===== config.mk =====
export PLATFORM = sky130hd
export DESIGN_NAME = mem_access_unit
export DESIGN_NICKNAME = d
export VERILOG_FILES = /design/src/rtl/mem_access_unit.sv
export SDC_FILE = /design/constraint.sdc
export NUM_CORES = 1
export LEC_CHECK = 0
export BUFFER_PORTS_ARGS = -buffer_cell sky130_fd_sc_hd__buf_2
export CAP_MARGIN = 0
export CORE_ASPECT_RATIO = 1.5
export CORE_MARGIN = 2
export CORE_UTILIZATION = 30
export CTS_CLUSTER_DIAMETER = 80
export CTS_CLUSTER_SIZE = 25
export DETAILED_ROUTE_END_ITERATION = 8
export GPL_ROUTABILITY_DRIVEN = 0
export PLACE_DENSITY = 0.49
export SLEW_MARGIN = 20
export SYNTH_ARGS = -nofsm -noshare
export SYNTH_HDL_FRONTEND = slang
export SYNTH_SLANG_ARGS = --single-unit
export TNS_END_PERCENT = 30

===== constraint.sdc =====
create_clock -name clk -period 2.1 [get_ports clk]
set_input_delay 0.315 -clock clk [delete_from_list [all_inputs] [get_ports clk]]
set_output_delay 0.315 -clock clk [all_outputs]
set_load 0.01 [all_outputs]

===== src/rtl/mem_access_unit.sv =====
// mem_access_unit: turns byte/half/word load and store requests into
// word-wide accesses on a simple memory port. Sub-word stores use a
// read-modify-write. Each accepted request yields exactly one response.
module mem_access_unit #(
   parameter bit BIG_ENDIAN  = 1'b0,
   parameter bit CHECK_ALIGN = 1'b1
) (
   input  logic        clk,
   input  logic        rst_n,
   input  logic        req_valid,
   output logic        req_ready,
   input  logic        req_write,
   input  logic [1:0]  req_size,
   input  logic        req_signed,
   input  logic [31:0] req_addr,
   input  logic [31:0] req_wdata,
   output logic        resp_valid,
   output logic [31:0] resp_rdata,
   output logic        resp_misaligned,
   output logic        mem_read,
   output logic        mem_write,
   output logic [31:0] mem_addr,
   output logic [31:0] mem_wdata,
   input  logic [31:0] mem_rdata
);

   typedef enum logic [2:0] {S_IDLE, S_RD, S_RMW_RD, S_WR, S_RESP} state_t;

   state_t      state_q;
   logic        write_q, signed_q;
   logic [1:0]  size_q;
   logic [31:0] addr_q, wdata_q, merge_q, rdata_q;
   logic        resp_valid_q, misal_q;

   logic        accept;
   logic [1:0]  byte_lane;
   logic        half_lane;
   logic [4:0]  sh_byte, sh_half;
   logic [7:0]  rd_byte;
   logic [15:0] rd_half;
   logic [31:0] load_d, merge_d;
   logic        misal_d;

   // Ready only while idle and out of reset; strobes decode from state only.
   assign req_ready       = rst_n && (state_q == S_IDLE);
   assign accept          = req_valid && req_ready;
   assign mem_read        = (state_q == S_RD) || (state_q == S_RMW_RD);
   assign mem_write       = (state_q == S_WR);
   assign mem_addr        = {addr_q[31:2], 2'b00};
   assign mem_wdata       = (state_q == S_WR) ? (size_q[1] ? wdata_q : merge_q) : 32'h0;
   assign resp_valid      = resp_valid_q;
   assign resp_rdata      = rdata_q;
   assign resp_misaligned = misal_q;

   // Lane selection, load extension, store merge and alignment check.
   always_comb begin
      byte_lane = addr_q[1:0] ^ {2{BIG_ENDIAN}};
      half_lane = addr_q[1] ^ BIG_ENDIAN;
      sh_byte   = {byte_lane, 3'b000};
      sh_half   = {half_lane, 4'b0000};
      rd_byte   = 8'(mem_rdata >> sh_byte);
      rd_half   = 16'(mem_rdata >> sh_half);
      load_d    = mem_rdata;
      merge_d   = wdata_q;
      case (size_q)
         2'b00: begin
            load_d  = {{24{signed_q & rd_byte[7]}}, rd_byte};
            merge_d = (mem_rdata & ~(32'h0000_00FF << sh_byte)) |
                      ({24'h0, wdata_q[7:0]} << sh_byte);
         end
         2'b01: begin
            load_d  = {{16{signed_q & rd_half[15]}}, rd_half};
            merge_d = (mem_rdata & ~(32'h0000_FFFF << sh_half)) |
                      ({16'h0, wdata_q[15:0]} << sh_half);
         end
         default: begin
            load_d  = mem_rdata;
            merge_d = wdata_q;
         end
      endcase
      // With checking off, the masked low bits simply fall out of lane select.
      misal_d = CHECK_ALIGN &&
                (((req_size == 2'b01) && req_addr[0]) ||
                 (req_size[1] && (req_addr[1:0] != 2'b00)));
   end

   // Request FSM: latches fields at accept, sequences memory, emits response.
   always_ff @(posedge clk or negedge rst_n) begin
      if (!rst_n) begin
         state_q      <= S_IDLE;
         write_q      <= 1'b0;
         signed_q     <= 1'b0;
         size_q       <= 2'b00;
         addr_q       <= 32'h0;
         wdata_q      <= 32'h0;
         merge_q      <= 32'h0;
         rdata_q      <= 32'h0;
         resp_valid_q <= 1'b0;
         misal_q      <= 1'b0;
      end else begin
         resp_valid_q <= 1'b0;
         case (state_q)
            S_IDLE: begin
               if (accept) begin
                  write_q  <= req_write;
                  signed_q <= req_signed;
                  size_q   <= req_size;
                  addr_q   <= req_addr;
                  wdata_q  <= req_wdata;
                  rdata_q  <= 32'h0;
                  misal_q  <= misal_d;
                  if (misal_d) begin
                     resp_valid_q <= 1'b1;
                     state_q      <= S_RESP;
                  end else if (!req_write) begin
                     state_q <= S_RD;
                  end else if (req_size[1]) begin
                     state_q <= S_WR;
                  end else begin
                     state_q <= S_RMW_RD;
                  end
               end
            end
            S_RD: begin
               rdata_q      <= load_d;
               resp_valid_q <= 1'b1;
               state_q      <= S_RESP;
            end
            S_RMW_RD: begin
               merge_q <= merge_d;
               state_q <= S_WR;
            end
            S_WR: begin
               resp_valid_q <= 1'b1;
               state_q      <= S_RESP;
            end
            S_RESP: begin
               state_q <= S_IDLE;
            end
            default: begin
               state_q <= S_IDLE;
            end
         endcase
      end
   end

endmodule


Word-level counts from Yosys, hierarchy flattened

Cells that the tools add are included.

Shifts and indexed selects: 6
Muxes and demuxes: 14
Reduce and logical (&&, ||, !) cells: 13
Bitwise operators: 8
Equality and inequality tests: 6

Operators with widths:

| cell                    | count |
|---|---|
| $pmux W32 S2            | 3 |
| $mux W32                | 3 |
| $and A32 B32 Y32        | 2 |
| $not A32 Y32            | 2 |
| $or A32 B32 Y32         | 2 |
| $shl A16 B5 Y32         | 1 |
| $shl A16 B5 Y32 const A | 1 |
| $shl A8 B5 Y32          | 1 |
| $shl A8 B5 Y32 const A  | 1 |
| $shr A32 B5 Y16         | 1 |
| $shr A32 B5 Y8          | 1 |
| $pmux W3 S3             | 1 |
| $eq A3 B2 Y1 const B    | 2 |
| $mux W3                 | 2 |
| $eq A2 B1 Y1 const B    | 2 |
| $logic_and A1 B1 Y1     | 4 |
| $reduce_and A2 Y1       | 2 |
| $reduce_bool A2 Y1      | 2 |
| $eq A3 B1 Y1 const B    | 1 |
| $logic_not A3 Y1        | 1 |
| $mux W1                 | 3 |
| $and A1 B1 Y1           | 2 |
| $logic_not A2 Y1        | 1 |
| $logic_or A1 B1 Y1      | 2 |
| 4 further kinds         | 4 |

Input bits: 103
Logic and storage cells: 56
Output and inout bits: 101
Flip-flop bits (word level): 136

Depth between registers and ports, before layout

Depth in word-level cells: 6
Mapped depth: 8

Worst setup path after synthesis

No wires, ideal clock.

Kind: reg-to-output
Start point: register size_q[1]
End point: output mem_wdata[10]
Data arrival time: 1.522 ns
Path buffers: 4
Data required time: 1.785 ns
Cell stages (with the launch flop): 7
Setup slack: 0.263 ns
Cells stage by stage: dfrtp_1 > clkbuf_1 > buf_2 > buf_2 > buf_2 > mux2i_1 > nor2_1

Cells in the longest elaborated chain, start to end: 2

RTL lines:

| element                | RTL line | source |
|---|---|---|
| from (decl)            | 31       | `logic [1:0] size_q;` |
| from (signal assigned) | 107      | `size_q <= req_size;` |
| $mux W32 (2 in series) | 50       | `assign mem_wdata = (state_q == S_WR) ? (size_q[1] ? wdata_q : merge_q) : 32'h0;` |
| to (decl)              | 23       | `output logic [31:0] mem_wdata,` |

No other way between the ends.

Worst setup path in the final report

Start point: register size_q[1]
End point: output mem_wdata[12]

The elaborated chain is that of the path after synthesis.

==> Flow_metrics.wiki <==
{| class="wikitable"
! Metric !! Value
|-
| Part of the power in combinational logic || 0.443
|-
| Internal || between 8 and 9 mW
|-
| Final number of hold-violating endpoints || 0
|-
| Peak per-stage delay on the critical path || 460 ps
|-
| First-pass GRT wire length || 37800 um
|-
| Area Overhead vs Synth || 24.6%
|-
| Clock latency at the later pin of the worst-skew pair || 430 ps
|-
| Placement row count || 70
|-
| Avg Vias per Cell || about 5
|-
| Ratio of final minimum period to clock period || 0.962
|-
| Arrival time at the worst endpoint || 1700 ps
|-
| Family with the most delay on the worst path || flip-flops
|-
| Worst-path cell chain || buf_4, mux2i_1, nor2_1, buf_2
|-
| Total half-perimeter wirelength after legalization and detailed placement || 18100 um
|-
| Largest net degree at the start of global routing || 65
|-
| Kind of start point of the critical path || register
|-
| Achievable frequency || 495 MHz
|-
| Width of the chip || 132 um
|-
| Top-level I/O count || 204
|-
| Number of hold-repair buffers added at the cts stage || 0
|-
| Top cells by count, synth || 200 x nand2_1, 136 x dfrtp_1, 74 x nor2_1
|-
| Overflow left after global routing || 0
|-
| Final ANT Viol Nets || 0
|-
| Fraction of power consumed by sequential logic || 0.342
|-
| Crit. End Element || primary output
|-
| Top cells by area in the synthesized netlist || dfrtp_1 46%, nand2_1 10%, mux2_2 7.9%
|-
| RSZ-0062 raised after global routing || no
|-
| Share of synthesized flip-flops with an asynchronous set or reset || 1.00
|-
| Buffer cell driving the clock tree root || clkbuf_16
|-
| Clk buf depth || 2
|-
| Final instance count without filler cells || 1300
|-
| FF+latch count, synth || 136
|-
| Number of buffer cells added on primary ports || about 200
|-
| DRT iter0 DRCs || 520
|-
| Vias in the first global route || ~6300
|-
| Min cycle time layout || 2020 ps
|-
| Clock-pin slew reported for the worst setup and hold paths after clock tree synthesis || 60 ps
|-
| Post-route DRC || 0
|-
| Peak supply drop || 0.790 mV
|-
| Seq/Total Area, Yosys || 0.458
|-
| Worst Skew || 8.55 ps
|-
| Final core utilization || 0.380
|-
| TritonRoute pass-1 iters || 8
|-
| Layout cell share with drive strength beyond 1 || 0.346
|-
| Combined area of all synthesized cells || ~7400 um2
|-
| Post-detailed-route wirelength per cell || roughly 19 um
|-
| Leak pwr || 4.68 nW
|-
| Largest driver fanout on the critical path || 14
|-
| Leading cell type by number of instances after synthesis || nand2_1
|-
| CTS Buf Count || 17
|-
| Number of inserted filler cells in the final layout || 2594
|-
| Slew Limit Fails || 0
|-
| Final setup TNS || 0 ps
|-
| DIE AREA || about 26000 um2
|-
| Standard cell core area || between 20000 and 25000 um2
|-
| Setup violators final || 0
|-
| Post-synth cell types || 39
|-
| Final net count || 1066
|-
| Clock tree from TritonCTS || yes
|-
| Total of max-cap violations || 0
|-
| Post-Synthesis Cells || 805
|-
| Area share of the largest cell type after synthesis || 0.458
|-
| Worst relative slew slack || 0.432
|-
| Chip height || 197 um
|-
| Max stage delay cell, worst path || dfrtp_2
|-
| Initial core utilization || 0.305
|-
| Proportion of power drawn by the clock network || 0.216
|-
| P per Cell Area || 1510 nW/um2
|-
| Placed cell count || approximately 1300
|-
| H-tree level count || 4
|-
| Diodes inserted || 0
|-
| Average size of a mapped cell || 9.22 um2
|-
| Drt total wl || approximately 24000 um
|-
| Dominant synthesized flop cell || dfrtp_1
|-
| Crit Path Category || reg2out
|-
| Tightest Hold Check Type || in2async
|-
| Switching fraction of total power || 0.397
|-
| Outcome || finished, final reports clean
|-
| EDFF count, synth || 0
|-
| Antenna violations before repair || 0
|-
| Yosys warning count || 0
|-
| CP required || roughly 1800 ps
|-
| Bufs and invs on worst path || 2
|-
| Total global-route track usage || 0.191
|-
| Cell type with the largest total area after synthesis || dfrtp_1
|-
| Total number of vias || 6428
|-
| Number of clock sinks || 136
|-
| Slew @ Worst Pin || 852 ps
|-
| Switching power || 5.55 mW
|}
==> power by group through the flow <==
stage | logic, mW | registers [mW] | clock network (mW)
after floorplan | 4.74 | 4.39 | 0
after global placement | 6.21 | 4.79 | 0
after detailed placement | 6.25 | 4.78 | 0
after CTS | 6.25 | 4.77 | 3.10
after global routing | 6.86 | 4.94 | 3.20
final | 6.18 | 4.77 | 3.01
==> final cells by class <==
class	instances	area [um2]	area share
Multi-Input combinational cell	547	3420	0.370
Sequential cell	136	3410	0.369
Timing Repair Buffer	235	1330	0.144
Clock buffer	24	492	0.0532
Tap cell	324	405	0.0438
Inverter	26	100	0.0108
Clock inverter	8	95.1	0.0103
==> worst register-to-register path, delay by kind of cell, from the launching register on <==
kind / cells / cell delay, ps
AO/OA/AOI/OAI: 1 / 260
buffers and inverters: 1 / 180
flip-flops: 1 / 490
multiplexers: 2 / 650
AND/OR/NAND/NOR: 1 / 90
==> logic make-up (layout without fill, tap and decap cells) <==
family                 Yosys count  count (layout)  synth area share
other                            1               2          0.000505
buffers and inverters          123             293            0.0837
flip-flops                     136             136             0.458
AND/OR/NAND/NOR                301             301             0.164
AO/OA/AOI/OAI                  143             143             0.136
XOR/XNOR                         1               1           0.00118
multiplexers                   100             100             0.155
==> timing repair <==
action                                  CTS  global route
endpoints found under the setup margin    0            22
resized for setup                         0             4
setup buffers                             0             0
==> metal layers <==
layer,up-vias,global-route usage,wire length (um)
met5,-,0,0
met2,231,0.320,12000
met3,34,0.0453,1380
met1,3095,0.238,10400
li1,3068,-,-
met4,0,0.0729,665
==> stage by stage <==
step	setup slack, ps	instance area [um2]	hold slack, ps	total power, mW
after floorplan	263	7430	19.4	9.13
after global placement	122	8650	454	11.0
after detailed placement	230	8660	457	11.0
after CTS	3.59	9240	15.8	14.1
after global routing	1.59	9250	64.0	15.0
final	80.2	9250	17.1	14.0
==> cell usage in the layout, fill, tap and decap left out, types with 11 or more instances in the layout <==
cell type | netlist | final
a21oi_1 | 33 | 33
a221o_1 | 23 | 23
a222oi_1 | 16 | 16
a31oi_1 | 11 | 11
buf_2 | 18 | 200
buf_4 | 32 | 29
clkbuf_16 | 0 | 17
dfrtp_1 | 136 | 131
inv_1 | 25 | 25
mux2_2 | 52 | 52
mux2i_1 | 41 | 41
nand2_1 | 200 | 199
nor2_1 | 74 | 73
o21ai_0 | 19 | 19
o22ai_1 | 19 | 19
==> path summary, 6_finish.rpt <==
kind	depth (start not counted)	startpoint	slack [ps]	endpoint
setup / recovery	4	size_q[1]	80	mem_wdata[12]
hold / removal	2	rst_n	20	size_q[0]
setup reg to reg	5	addr_q[1]	300	resp_rdata[30]
hold reg to reg	2	addr_q[22]	470	addr_q[22]
min in group clk	3	req_addr[11]	80	addr_q[11]
max in group asynchronous	3	rst_n	1110	addr_q[27]
==> sequential cells by signal, indices dropped and copies added (netlist names) <==
| name | cells |
|---|---|
| state_q | 3 |
| resp_valid | 1 |
| addr_q | 32 |
| wdata_q | 32 |
| resp_rdata | 32 |
| size_q | 2 |
| merge_q | 32 |
| resp_misaligned | 1 |
| signed_q | 1 |
Note: power is estimated with default switching activity, not from simulation.
